File: src/rtl/seq_bcd_calc_if.sv
// Start/done handshake bundle between the keypad capture logic and seq_bcd_calc.
// SEQ_BCD_CALC_REM_EN adds the rem_bcd remainder return path.
interface seq_bcd_calc_if #(
    parameter int DIGITS = 2
);
    localparam int BIN_W = 4 * DIGITS;
    localparam int RES_W = 8 * DIGITS;

    logic             start;
    logic [1:0]       op;
    logic [BIN_W-1:0] a_bcd;
    logic [BIN_W-1:0] b_bcd;
    logic             busy;
    logic             done;
    logic [RES_W-1:0] result_bcd;
    logic             neg;
    logic             err_digit;
    logic             err_div0;
`ifdef SEQ_BCD_CALC_REM_EN
    logic [BIN_W-1:0] rem_bcd;

    modport master (
        output start, op, a_bcd, b_bcd,
        input  busy, done, result_bcd, neg, err_digit, err_div0, rem_bcd
    );
    modport slave (
        input  start, op, a_bcd, b_bcd,
        output busy, done, result_bcd, neg, err_digit, err_div0, rem_bcd
    );
`else
    modport master (
        output start, op, a_bcd, b_bcd,
        input  busy, done, result_bcd, neg, err_digit, err_div0
    );
    modport slave (
        input  start, op, a_bcd, b_bcd,
        output busy, done, result_bcd, neg, err_digit, err_div0
    );
`endif
endinterface

File: src/rtl/seq_bcd_calc.sv
// Iterative BCD add/sub/mul/div: BCD->binary load, shift-add / restoring divide, double-dabble back.
// Define SEQ_BCD_CALC_REM_EN to add a second conversion pass that returns the div remainder.
module seq_bcd_calc #(
    parameter int DIGITS = 2
) (
    input  logic          clk,
    input  logic          rst,
    seq_bcd_calc_if.slave bus
);
    localparam int BIN_W = 4 * DIGITS;
    localparam int RES_W = 8 * DIGITS;
    localparam int CNT_W = $clog2(RES_W) + 1;

    localparam logic [1:0] OP_ADD = 2'b00;
    localparam logic [1:0] OP_SUB = 2'b01;
    localparam logic [1:0] OP_MUL = 2'b10;
    localparam logic [1:0] OP_DIV = 2'b11;

    typedef enum logic [2:0] {S_IDLE, S_CHECK, S_LOAD, S_EXEC, S_CONV, S_FIN} state_t;

    state_t             r_state;
    logic [1:0]         r_op;
    logic [BIN_W-1:0]   r_a_bcd, r_b_bcd;
    logic [BIN_W-1:0]   r_acc_a, r_acc_b;
    logic [2*BIN_W-1:0] r_work;
    logic [RES_W-1:0]   r_bin, r_bcd;
    logic [CNT_W-1:0]   r_cnt;
    logic               r_sign;
    logic               r_busy, r_done, r_neg, r_err_digit, r_err_div0;
    logic [RES_W-1:0]   r_result;
`ifdef SEQ_BCD_CALC_REM_EN
    logic               r_pass2;
    logic [RES_W-1:0]   r_q_bcd;
    logic [BIN_W-1:0]   r_rem;
`endif

    logic               w_bad_digit;
    logic [BIN_W-1:0]   w_a_next, w_b_next;
    logic [BIN_W:0]     w_mul_sum;
    logic [2*BIN_W-1:0] w_mul_next;
    logic [BIN_W:0]     w_div_rs;
    logic [BIN_W-1:0]   w_div_diff;
    logic               w_div_ge;
    logic [2*BIN_W-1:0] w_div_next;
    logic [RES_W-1:0]   w_add3, w_bcd_next;

    // NOTE: every always_comb output gets a default before any conditional write, so no latch is inferred.
    always_comb begin
        w_bad_digit = 1'b0;
        for (int i = 0; i < DIGITS; i++) begin
            if (r_a_bcd[4*i +: 4] > 4'd9 || r_b_bcd[4*i +: 4] > 4'd9) w_bad_digit = 1'b1;
        end
    end

    // acc*10 + next digit, MSD first; partial sums always fit BIN_W bits.
    assign w_a_next = (r_acc_a << 3) + (r_acc_a << 1) + BIN_W'(r_a_bcd[BIN_W-1 -: 4]);
    assign w_b_next = (r_acc_b << 3) + (r_acc_b << 1) + BIN_W'(r_b_bcd[BIN_W-1 -: 4]);

    // r_work = {partial product | remainder, multiplier | quotient}.
    assign w_mul_sum  = {1'b0, r_work[2*BIN_W-1:BIN_W]} + (r_work[0] ? {1'b0, r_acc_b} : '0);
    assign w_mul_next = {w_mul_sum, r_work[BIN_W-1:1]};
    assign w_div_rs   = r_work[2*BIN_W-1:BIN_W-1];
    assign w_div_diff = w_div_rs[BIN_W-1:0] - r_acc_b;
    assign w_div_ge   = (w_div_rs >= {1'b0, r_acc_b});
    assign w_div_next = {(w_div_ge ? w_div_diff : w_div_rs[BIN_W-1:0]), r_work[BIN_W-2:0], w_div_ge};

    always_comb begin
        w_add3 = r_bcd;
        for (int i = 0; i < 2 * DIGITS; i++) begin
            if (r_bcd[4*i +: 4] >= 4'd5) w_add3[4*i +: 4] = r_bcd[4*i +: 4] + 4'd3;
        end
    end
    assign w_bcd_next = (w_add3 << 1) | RES_W'(r_bin[RES_W-1]);

    // NOTE: sequential state uses non-blocking assignments so every register samples pre-edge values.
    always_ff @(posedge clk) begin
        if (rst) begin
            r_state     <= S_IDLE;
            r_op        <= '0;
            r_a_bcd     <= '0;
            r_b_bcd     <= '0;
            r_acc_a     <= '0;
            r_acc_b     <= '0;
            r_work      <= '0;
            r_bin       <= '0;
            r_bcd       <= '0;
            r_cnt       <= '0;
            r_sign      <= 1'b0;
            r_busy      <= 1'b0;
            r_done      <= 1'b0;
            r_neg       <= 1'b0;
            r_err_digit <= 1'b0;
            r_err_div0  <= 1'b0;
            r_result    <= '0;
`ifdef SEQ_BCD_CALC_REM_EN
            r_pass2     <= 1'b0;
            r_q_bcd     <= '0;
            r_rem       <= '0;
`endif
        end else begin
            case (r_state)
                S_IDLE: begin
                    if (bus.start) begin
                        r_op        <= bus.op;
                        r_a_bcd     <= bus.a_bcd;
                        r_b_bcd     <= bus.b_bcd;
                        r_sign      <= 1'b0;
                        r_neg       <= 1'b0;
                        r_err_digit <= 1'b0;
                        r_err_div0  <= 1'b0;
`ifdef SEQ_BCD_CALC_REM_EN
                        r_pass2     <= 1'b0;
                        r_rem       <= '0;
`endif
                        r_busy      <= 1'b1;
                        r_state     <= S_CHECK;
                    end
                end
                S_CHECK: begin
                    if (w_bad_digit) begin
                        r_err_digit <= 1'b1;
                        r_result    <= '0;
                        r_busy      <= 1'b0;
                        r_done      <= 1'b1;
                        r_state     <= S_FIN;
                    end else if (r_op == OP_DIV && r_b_bcd == '0) begin
                        r_err_div0 <= 1'b1;
                        r_result   <= '0;
                        r_busy     <= 1'b0;
                        r_done     <= 1'b1;
                        r_state    <= S_FIN;
                    end else begin
                        r_acc_a <= '0;
                        r_acc_b <= '0;
                        r_cnt   <= CNT_W'(DIGITS - 1);
                        r_state <= S_LOAD;
                    end
                end
                S_LOAD: begin
                    r_acc_a <= w_a_next;
                    r_acc_b <= w_b_next;
                    r_a_bcd <= r_a_bcd << 4;
                    r_b_bcd <= r_b_bcd << 4;
                    if (r_cnt == '0) begin
                        r_work  <= {BIN_W'(0), w_a_next};
                        r_cnt   <= CNT_W'(BIN_W - 1);
                        r_state <= S_EXEC;
                    end else begin
                        r_cnt <= r_cnt - CNT_W'(1);
                    end
                end
                S_EXEC: begin
                    r_bcd <= '0;
                    case (r_op)
                        OP_ADD: begin
                            r_bin   <= RES_W'(r_acc_a) + RES_W'(r_acc_b);
                            r_cnt   <= CNT_W'(RES_W - 1);
                            r_state <= S_CONV;
                        end
                        OP_SUB: begin
                            if (r_acc_a >= r_acc_b) begin
                                r_bin <= RES_W'(r_acc_a - r_acc_b);
                            end else begin
                                r_bin  <= RES_W'(r_acc_b - r_acc_a);
                                r_sign <= 1'b1;
                            end
                            r_cnt   <= CNT_W'(RES_W - 1);
                            r_state <= S_CONV;
                        end
                        default: begin
                            r_work <= (r_op == OP_MUL) ? w_mul_next : w_div_next;
                            if (r_cnt == '0) begin
                                r_bin   <= (r_op == OP_MUL) ? w_mul_next : RES_W'(w_div_next[BIN_W-1:0]);
                                r_cnt   <= CNT_W'(RES_W - 1);
                                r_state <= S_CONV;
                            end else begin
                                r_cnt <= r_cnt - CNT_W'(1);
                            end
                        end
                    endcase
                end
                S_CONV: begin
                    r_bcd <= w_bcd_next;
                    r_bin <= r_bin << 1;
                    if (r_cnt != '0) begin
                        r_cnt <= r_cnt - CNT_W'(1);
`ifdef SEQ_BCD_CALC_REM_EN
                    end else if (r_op == OP_DIV && !r_pass2) begin
                        // Park the quotient digits and re-run the converter on the remainder.
                        r_pass2 <= 1'b1;
                        r_q_bcd <= w_bcd_next;
                        r_bcd   <= '0;
                        r_bin   <= {r_work[2*BIN_W-1:BIN_W], BIN_W'(0)};
                        r_cnt   <= CNT_W'(BIN_W - 1);
                    end else begin
                        r_result <= r_pass2 ? r_q_bcd : w_bcd_next;
                        r_rem    <= r_pass2 ? w_bcd_next[BIN_W-1:0] : '0;
                        r_neg    <= r_sign;
                        r_busy   <= 1'b0;
                        r_done   <= 1'b1;
                        r_state  <= S_FIN;
                    end
`else
                    end else begin
                        r_result <= w_bcd_next;
                        r_neg    <= r_sign;
                        r_busy   <= 1'b0;
                        r_done   <= 1'b1;
                        r_state  <= S_FIN;
                    end
`endif
                end
                S_FIN: begin
                    r_done  <= 1'b0;
                    r_state <= S_IDLE;
                end
                default: r_state <= S_IDLE;
            endcase
        end
    end

    assign bus.busy       = r_busy;
    assign bus.done       = r_done;
    assign bus.result_bcd = r_result;
    assign bus.neg        = r_neg;
    assign bus.err_digit  = r_err_digit;
    assign bus.err_div0   = r_err_div0;
`ifdef SEQ_BCD_CALC_REM_EN
    assign bus.rem_bcd    = r_rem;
`endif
endmodule

File: src/flat_wrapper.sv
// flat-port wrapper written by rule: the top's interface ports become plain ports
module seq_bcd_calc_flat 
#(
    parameter int DIGITS = 2
)
  (clk, rst, bus_start, bus_op, bus_a_bcd, bus_b_bcd, bus_busy, bus_done, bus_result_bcd, bus_neg, bus_err_digit, bus_err_div0);
  seq_bcd_calc_if #(.DIGITS(DIGITS)) bus_i ();
  input  logic clk;
  input  logic rst;
  input wire logic [$bits(bus_i.start)-1:0] bus_start;
  input wire logic [$bits(bus_i.op)-1:0] bus_op;
  input wire logic [$bits(bus_i.a_bcd)-1:0] bus_a_bcd;
  input wire logic [$bits(bus_i.b_bcd)-1:0] bus_b_bcd;
  output wire logic [$bits(bus_i.busy)-1:0] bus_busy;
  output wire logic [$bits(bus_i.done)-1:0] bus_done;
  output wire logic [$bits(bus_i.result_bcd)-1:0] bus_result_bcd;
  output wire logic [$bits(bus_i.neg)-1:0] bus_neg;
  output wire logic [$bits(bus_i.err_digit)-1:0] bus_err_digit;
  output wire logic [$bits(bus_i.err_div0)-1:0] bus_err_div0;
  assign bus_i.start = bus_start;
  assign bus_i.op = bus_op;
  assign bus_i.a_bcd = bus_a_bcd;
  assign bus_i.b_bcd = bus_b_bcd;
  assign bus_busy = bus_i.busy;
  assign bus_done = bus_i.done;
  assign bus_result_bcd = bus_i.result_bcd;
  assign bus_neg = bus_i.neg;
  assign bus_err_digit = bus_i.err_digit;
  assign bus_err_div0 = bus_i.err_div0;
  seq_bcd_calc #(.DIGITS(DIGITS)) u_core (.clk(clk), .rst(rst), .bus(bus_i));
endmodule
File: config.mk
export PLATFORM = sky130hd
export DESIGN_NAME = seq_bcd_calc_flat
export DESIGN_NICKNAME = d
export VERILOG_FILES = /design/src/rtl/seq_bcd_calc_if.sv /design/src/rtl/seq_bcd_calc.sv /design/src/flat_wrapper.sv
export SDC_FILE = /design/constraint.sdc
export NUM_CORES = 1
export LEC_CHECK = 0
export ABC_AREA = 1
export CELL_PAD_IN_SITES_DETAIL_PLACEMENT = 2
export CELL_PAD_IN_SITES_GLOBAL_PLACEMENT = 2
export CORE_ASPECT_RATIO = 1.25
export CORE_MARGIN = 1.5
export CORE_UTILIZATION = 31
export CTS_BUF_LIST = sky130_fd_sc_hd__clkbuf_16
export DETAILED_ROUTE_END_ITERATION = 8
export GPL_ROUTABILITY_DRIVEN = 0
export HOLD_SLACK_MARGIN = 0.06
export PLACE_DENSITY_LB_ADDON = 0.1
export SYNTH_ARGS = -nofsm -noshare
export SYNTH_HDL_FRONTEND = slang
export SYNTH_SLANG_ARGS = --single-unit
File: constraint.sdc
create_clock -name clk -period 2.09 [get_ports clk]
set_input_delay 0.418 -clock clk [delete_from_list [all_inputs] [get_ports clk]]
set_output_delay 0.418 -clock clk [all_outputs]
set_load 0.02 [all_outputs]
# [Word-level counts from Yosys, hierarchy flattened]
# Index checks and enable logic that the tools add are counted.
[op_classes] n_reduce_logical=34 n_lt_le_gt_ge=10 bitwise=1 eq_ne=22 muxes=64 add_sub_neg=14
[ops] op="one-hot mux 16 bit (2 select lines)" count=5
[ops] op="2-to-1 mux 16 bit" count=9
[ops] op="one-hot mux 8 bit (2 select lines)" count=4
[ops] op="2-to-1 mux 8 bit" count=6
[ops] op="2-to-1 mux 5 bit" count=6
[ops] op="2-to-1 mux 3 bit" count=8
[ops] op="one-hot mux 5 bit (4 select lines)" count=1
[ops] op="AND reduction 4 bit" count=5
[ops] op="AND reduction 3 bit" count=6
[ops] op="subtractor 8 x 8 -> 9 bit" count=2
[ops] op="adder 8 x 4 -> 8 bit" count=2
[ops] op="adder 8 bit" count=2
[ops] op=">= comparator 4 x 3 -> 1 bit (second input constant)" count=4
[ops] op="> comparator 4 bit (second input constant)" count=4
[ops] op="bitwise OR 16 x 1 -> 16 bit" count=1
[ops] op="nonzero test 2 bit" count=8
[ops] op="2-to-1 mux 1 bit" count=15
[ops] op="one-hot mux 3 bit (5 select lines)" count=1
[ops] op="adder 4 x 2 -> 4 bit (second input constant)" count=3
[ops] op="2-to-1 mux 4 bit" count=3
[ops] op="!= test 2 bit (second input constant)" count=6
[ops] op="!= test 2 x 1 -> 1 bit (second input constant)" count=5
[ops] op="adder 8 x 8 -> 9 bit" count=1
[ops] op="adder 8 x 9 -> 9 bit" count=1
[ops] op="26 further kinds" count=37
[totals] reg_bits=112 in_bits=21 wordCells=162

# [Logic depth before layout (Yosys ltp)]
[depth] ltp_word=6 ltp_mapped=15 ltp_nobuf=15

# [Worst setup path before layout]
# Ideal clock, no wire load.
[synth_timing] path_type="reg-to-reg" from="register u_core.r_acc_a[0]" to="register u_core.r_work[6]" synth_period_minus_slack_ns=2.127 required_ns=1.976 setup_time_ns=0.114 arrival_ns=2.013 slack_ns=-0.037 n_path_buf=0 path_stages_with_launch=10 cell_sequence="dfxtp_1 fa_1 inv_1 fa_1 o221ai_1 xor2_1 nand2_1 o21ai_0 o21bai_1 inv_1"
[synth_between] elab_chain_cells=4
[synth_rtl] element="start, declared" line_no="seq_bcd_calc.sv:24" source="logic [BIN_W-1:0] r_acc_a, r_acc_b;"
[synth_rtl] element="start signal, assigned" line_no="seq_bcd_calc.sv:140" source="r_acc_a <= w_a_next;"
[synth_rtl] element="adder 8 bit" line_no="seq_bcd_calc.sv:56" source="assign w_a_next = (r_acc_a << 3) + (r_acc_a << 1) + BIN_W'(r_a_bcd[BIN_W-1 -: 4]);"
[synth_rtl] element="adder 8 x 4 -> 8 bit" line_no="seq_bcd_calc.sv:56"
[synth_rtl] element="2-to-1 mux 16 bit" line_no="seq_bcd_calc.sv:144" source="if (r_cnt == '0) begin"
[synth_rtl] element="one-hot mux 16 bit (2 select lines)" line_no="seq_bcd_calc.sv:101" source="case (r_state)"
[synth_rtl] element="end signal, assigned" line_no="seq_bcd_calc.sv:145" source="r_work <= {BIN_W'(0), w_a_next};"
[synth_rtl] element="end signal, assigned" line_no="seq_bcd_calc.sv:171" source="r_work <= (r_op == OP_MUL) ? w_mul_next : w_div_next;"
[synth_rtl] element="end, declared" line_no="seq_bcd_calc.sv:25" source="logic [2*BIN_W-1:0] r_work;"
# Every way passes these cells. The select of a mux whose other input is x is not followed.
# A chain may end at the register's enable or synchronous reset.

# [Final worst setup path]
[layout_timing] from="register u_core.r_acc_b[0]" to="register u_core.r_acc_b[6]"
[layout_between] elab_chain_cells=3
[layout_rtl] element="start, declared" line_no="seq_bcd_calc.sv:24"
[layout_rtl] element="start signal, assigned" line_no="seq_bcd_calc.sv:141" source="r_acc_b <= w_b_next;"
[layout_rtl] element="adder 8 bit" line_no="seq_bcd_calc.sv:57" source="assign w_b_next = (r_acc_b << 3) + (r_acc_b << 1) + BIN_W'(r_b_bcd[BIN_W-1 -: 4]);"
[layout_rtl] element="adder 8 x 4 -> 8 bit" line_no="seq_bcd_calc.sv:57"
[layout_rtl] element="one-hot mux 8 bit (2 select lines)" line_no="seq_bcd_calc.sv:101"
# Every way passes these cells.

==> summary.md <==
| Metric | Value |
|---|---|
| Net Count, Synth | 1286 |
| Cell Int Power | 5.59 mW |
| End point of the worst hold path | u_core.r_sign$_SDFFE_PP0P_ |
| Via count of the first global-routing pass | about 9500 |
| Area share of the largest cell type after synthesis | between 20% and 30% |
| Root buffer selected by CTS | sky130_fd_sc_hd__clkbuf_16 |
| Skew final | between 7 and 8 ps |
| Grt ovf | 0 |
| Clock network fraction of total power | approximately 16% |
| Placeable core region | about 0.025 mm^2 |
| Share of synthesized registers carrying an async set or reset | 0% |
| Worst slew slack as a fraction of its limit | a little under three fifths |
| Effective utilization at floorplan | a little under a third |
| Clock network latency to the later pin of the worst-skew pair | 370 ps |
| Logic gate share of total power | between 50% and 60% |
| Worst hold path class | flip-flop to flip-flop |
| Seq/Total Area, Yosys | between 20% and 30% |
| Routed len/inst | 19.0 um |
| NetSw | about 4.9 mW |
| Layout Area Growth over Synthesis | 32.7% |
| Share of post-route cells with drive strength above 1 | about a quarter |
| Sink Count | between 100 and 150 |
| Total global routing track utilization | between 20% and 30% |
| Start point of the worst hold path | u_core.r_sign$_SDFFE_PP0P_ |
| Slew @ Worst Pin | between 600 and 700 ps |
| Worst endpoint required time | about 2300 ps |
| Setup TNS | -662 ps |
| Worst-path fanout max | 6 |
| Count of endpoints failing setup in the final report | 10 |
| Standby leakage power | between 4 and 5 nW |
| Gate count of the mapped netlist | 1187 |
| Depth of the worst register-to-register path | 10 |
| Beginning of the worst register-to-register path | u_core.r_acc_b[0]$_SDFFE_PP0P_ |
| Switching Fraction | 46.6% |
| Floorplan die height | roughly 180 um |
| Violation count after the first detailed-routing iteration | between 200 and 250 |
| Share of the clock period used by the worst path | 108% |
| Worst path arrival time | between 2000 and 3000 ps |
| Leading cell types in the layout, fill and taps excluded | 265 x sky130_fd_sc_hd__nand2_1, 134 x sky130_fd_sc_hd__a21oi_1, 122 x sky130_fd_sc_hd__buf_4 |
| I/O pin cnt | between 40 and 50 |
| Worst Setup Start Kind | flip-flop |
| Via density | approximately 5 |
| Met2 routed WL | 17400 um |
| Maximum capacitance violations | 0 |
| CTS tree | yes |
| Maximum number of pins on one net before global-route repair | between 70 and 80 |
| Synth warnings | 0 |
| R2R Setup Slk | -160 ps |
| Num rows | 65 |
| Detailed-router iteration count before antenna repair | 4 |
| Post-route ant nets | 0 |
| Antenna violations before repair | 0 |
| Power density over cell area | around 1000 mW/mm^2 |
| DR DRC count | 0 |
| Cell type with the highest aggregate area in the netlist | sky130_fd_sc_hd__dfxtp_1 |
| Beginning of the critical path | u_core.r_acc_b[0]$_SDFFE_PP0P_ |
| Post-layout worst setup margin | -162 ps |
| Clk slew on worst S/H paths | about 80 ps |
| Setup repair after global routing missed its margin | true |
| Status | finished with violations |
| H-tree depth reported by CTS | 3 |
| Met1 layer wirelength in the final routing | ~13000 um |
| Mapped cell area | between 0.007 and 0.008 mm^2 |
| Instance count along the most critical hold path | 2 |
| Endpoint type of the worst setup path | flip-flop |
| Maximum achievable frequency | between 400 and 500 MHz |
| Die width | between 100 and 150 um |
| Uppermost layer routed | met4 |
| Netlist cell types | 43 |
| Hold buffer count at cts | 0 |
| Leading post-synthesis cells by cell area | sky130_fd_sc_hd__dfxtp_1 28%, sky130_fd_sc_hd__nand2_1 13%, sky130_fd_sc_hd__ha_1 11%, sky130_fd_sc_hd__a21oi_1 9.0%, sky130_fd_sc_hd__inv_1 6.4% |
| Number of enable-type register cells in the synthesized netlist | 0 |
| CTS max path bufs | 2 |
| Leading cell type in the layout, fill and taps excluded | sky130_fd_sc_hd__nand2_1 |
| Port buffer count | 41 |
| Post-synthesis average cell area | ~6.7 um^2 |
| Overall power of the completed layout | around 10 mW |
| Synthesis-stage register bit count | ~110 |
| Synth Flop Type | sky130_fd_sc_hd__dfxtp_1 |
| Routed vias | 8582 |
| Shortest clock period the worst path allows after layout | between 2000 and 2500 ps |
| Global-route wire length before repair | between 40000 and 50000 um |
| Reg-to-Reg End | u_core.r_acc_b[6]$_SDFFE_PP0P_ |
| Half-perimeter wire length after detailed placement | roughly 24000 um |
| Die Outline Area | 0.0266 mm^2 |
| Clock buffers created by TritonCTS | 9 |
| Number of antenna cells inserted | 0 |
| Fin. max-slew vios | 0 |
| Violated checks | setup timing |
| DRT Wirelength | between 30000 and 40000 um |
| Critical path start-end classification | flip-flop to flip-flop |
| Met3 wirelength from detailed routing | a little over 500 um |
| Share of power burned in registers | between 20 and 30% |
| Worst IR drop on VDD | just under 0.6 mV |
| Final net count | ~1400 |
| Hold Violations, Final | 0 |
==> worst max path at each step <==
stage                                     endpoint  slack [ps]  depth (start not counted)
finish              u_core.r_acc_b[6]$_SDFFE_PP0P_        -160                         10
global placement     u_core.r_bin[15]$_SDFFE_PP0P_        -200                         12
detailed placement   u_core.r_bin[15]$_SDFFE_PP0P_        -240                         12
CTS                  u_core.r_bin[13]$_SDFFE_PP0P_          -6                         13
global route        u_core.r_acc_a[7]$_SDFFE_PP0P_        -240                         10
floorplan             u_core.r_bin[9]$_SDFFE_PP0P_           1                         13
==> power by group through the flow <==
stage / registers, mW / logic, mW / clock network, mW
floorplan: 2.85 / 3.21 / 0
global placement: 2.83 / 5.14 / 0
detailed placement: 2.85 / 5.29 / 0
CTS: 2.81 / 5.56 / 1.76
global route: 2.86 / 6.61 / 1.82
finish: 2.82 / 5.95 / 1.69
==> sequential cells by signal (all words and copies together), names as in the netlist <==
register	count
u_core.bus.result_bcd	16
u_core.r_bcd	16
u_core.r_sign	1
u_core.r_b_bcd	8
u_core.r_state	3
u_core.r_cnt	5
u_core.r_a_bcd	8
u_core.bus.neg	1
u_core.r_acc_a	8
u_core.bus.done	1
u_core.r_acc_b	8
u_core.r_op	2
u_core.r_bin	16
u_core.bus.busy	1
u_core.bus.err_div0	1
u_core.r_work	16
u_core.bus.err_digit	1
==> layer usage <==
metal  global-route usage [%]  up-vias
met5                        0        -
met3                     2.39       59
met4                     8.57        0
li1                         -     4172
met1                     25.4     4253
met2                     46.8       98
==> cell families after synthesis <==
family                     count (synthesis)  synth area share [%]
AOI/OAI and AO/OA                        256                  18.0
xor gates and xnor gates                  21                  2.32
adders and majority gates                 78                  13.2
and+or+nand+nor                          526                  28.3
muxes                                      2                 0.252
buffers and inverters                    192                  9.70
DFF                                      112                  28.3
==> timing repair <==
item                                    in CTS  in global routing
gates resized for setup                     60                100
cloned                                       0                  0
endpoints found under the setup margin      33                 56
pin swaps                                   19                 33
setup buffers                                5                 10
==> area by class of cell <==
type	count	area, um^2
Clock buffer	9	225
Clock inverter	6	37.5
Fill cell	3017	14700
Inverter	152	578
Multi-Input combinational cell	883	5450
Sequential cell	112	2270
Tap cell	335	419
Timing Repair Buffer	179	1550
==> worst max-delay path, stage by stage (launching register included) <==
cell                       delay, ps
sky130_fd_sc_hd__dfxtp_4         370
sky130_fd_sc_hd__buf_6           120
sky130_fd_sc_hd__fa_2            610
sky130_fd_sc_hd__inv_2            70
sky130_fd_sc_hd__fa_2            400
sky130_fd_sc_hd__nor2_2          170
sky130_fd_sc_hd__a211oi_2         60
sky130_fd_sc_hd__inv_1            80
sky130_fd_sc_hd__a21oi_1          70
sky130_fd_sc_hd__o21ai_0          80
sky130_fd_sc_hd__a21oi_1          90
==> stage by stage <==
step | cells | utilization [%] | worst slack, ps | instance area, um^2 | hold slack [ps]
finish | 1676 | 41.7 | -162 | 10500 | 456
detailed placement | 1646 | 37.8 | -241 | 9530 | 455
global placement | 1646 | 37.8 | -200 | 9530 | 452
global route | 1676 | 41.7 | -244 | 10500 | 477
floorplan | 1187 | - | 1.15 | 7940 | 430
CTS | 1666 | 40.0 | -5.90 | 10100 | 466
==> cell usage after synthesis (12+ instances only) <==
master / n
sky130_fd_sc_hd__buf_2: 12
sky130_fd_sc_hd__xor2_1: 13
sky130_fd_sc_hd__dfxtp_1: 112
sky130_fd_sc_hd__nand2_1: 281
sky130_fd_sc_hd__nand4_1: 12
sky130_fd_sc_hd__nor2_1: 111
sky130_fd_sc_hd__nand3_1: 88
sky130_fd_sc_hd__ha_1: 69
sky130_fd_sc_hd__o21ai_0: 64
sky130_fd_sc_hd__clkbuf_1: 15
sky130_fd_sc_hd__inv_1: 136
sky130_fd_sc_hd__a21oi_1: 143
sky130_fd_sc_hd__inv_2: 12
Note: power is estimated with default switching activity, not from simulation.
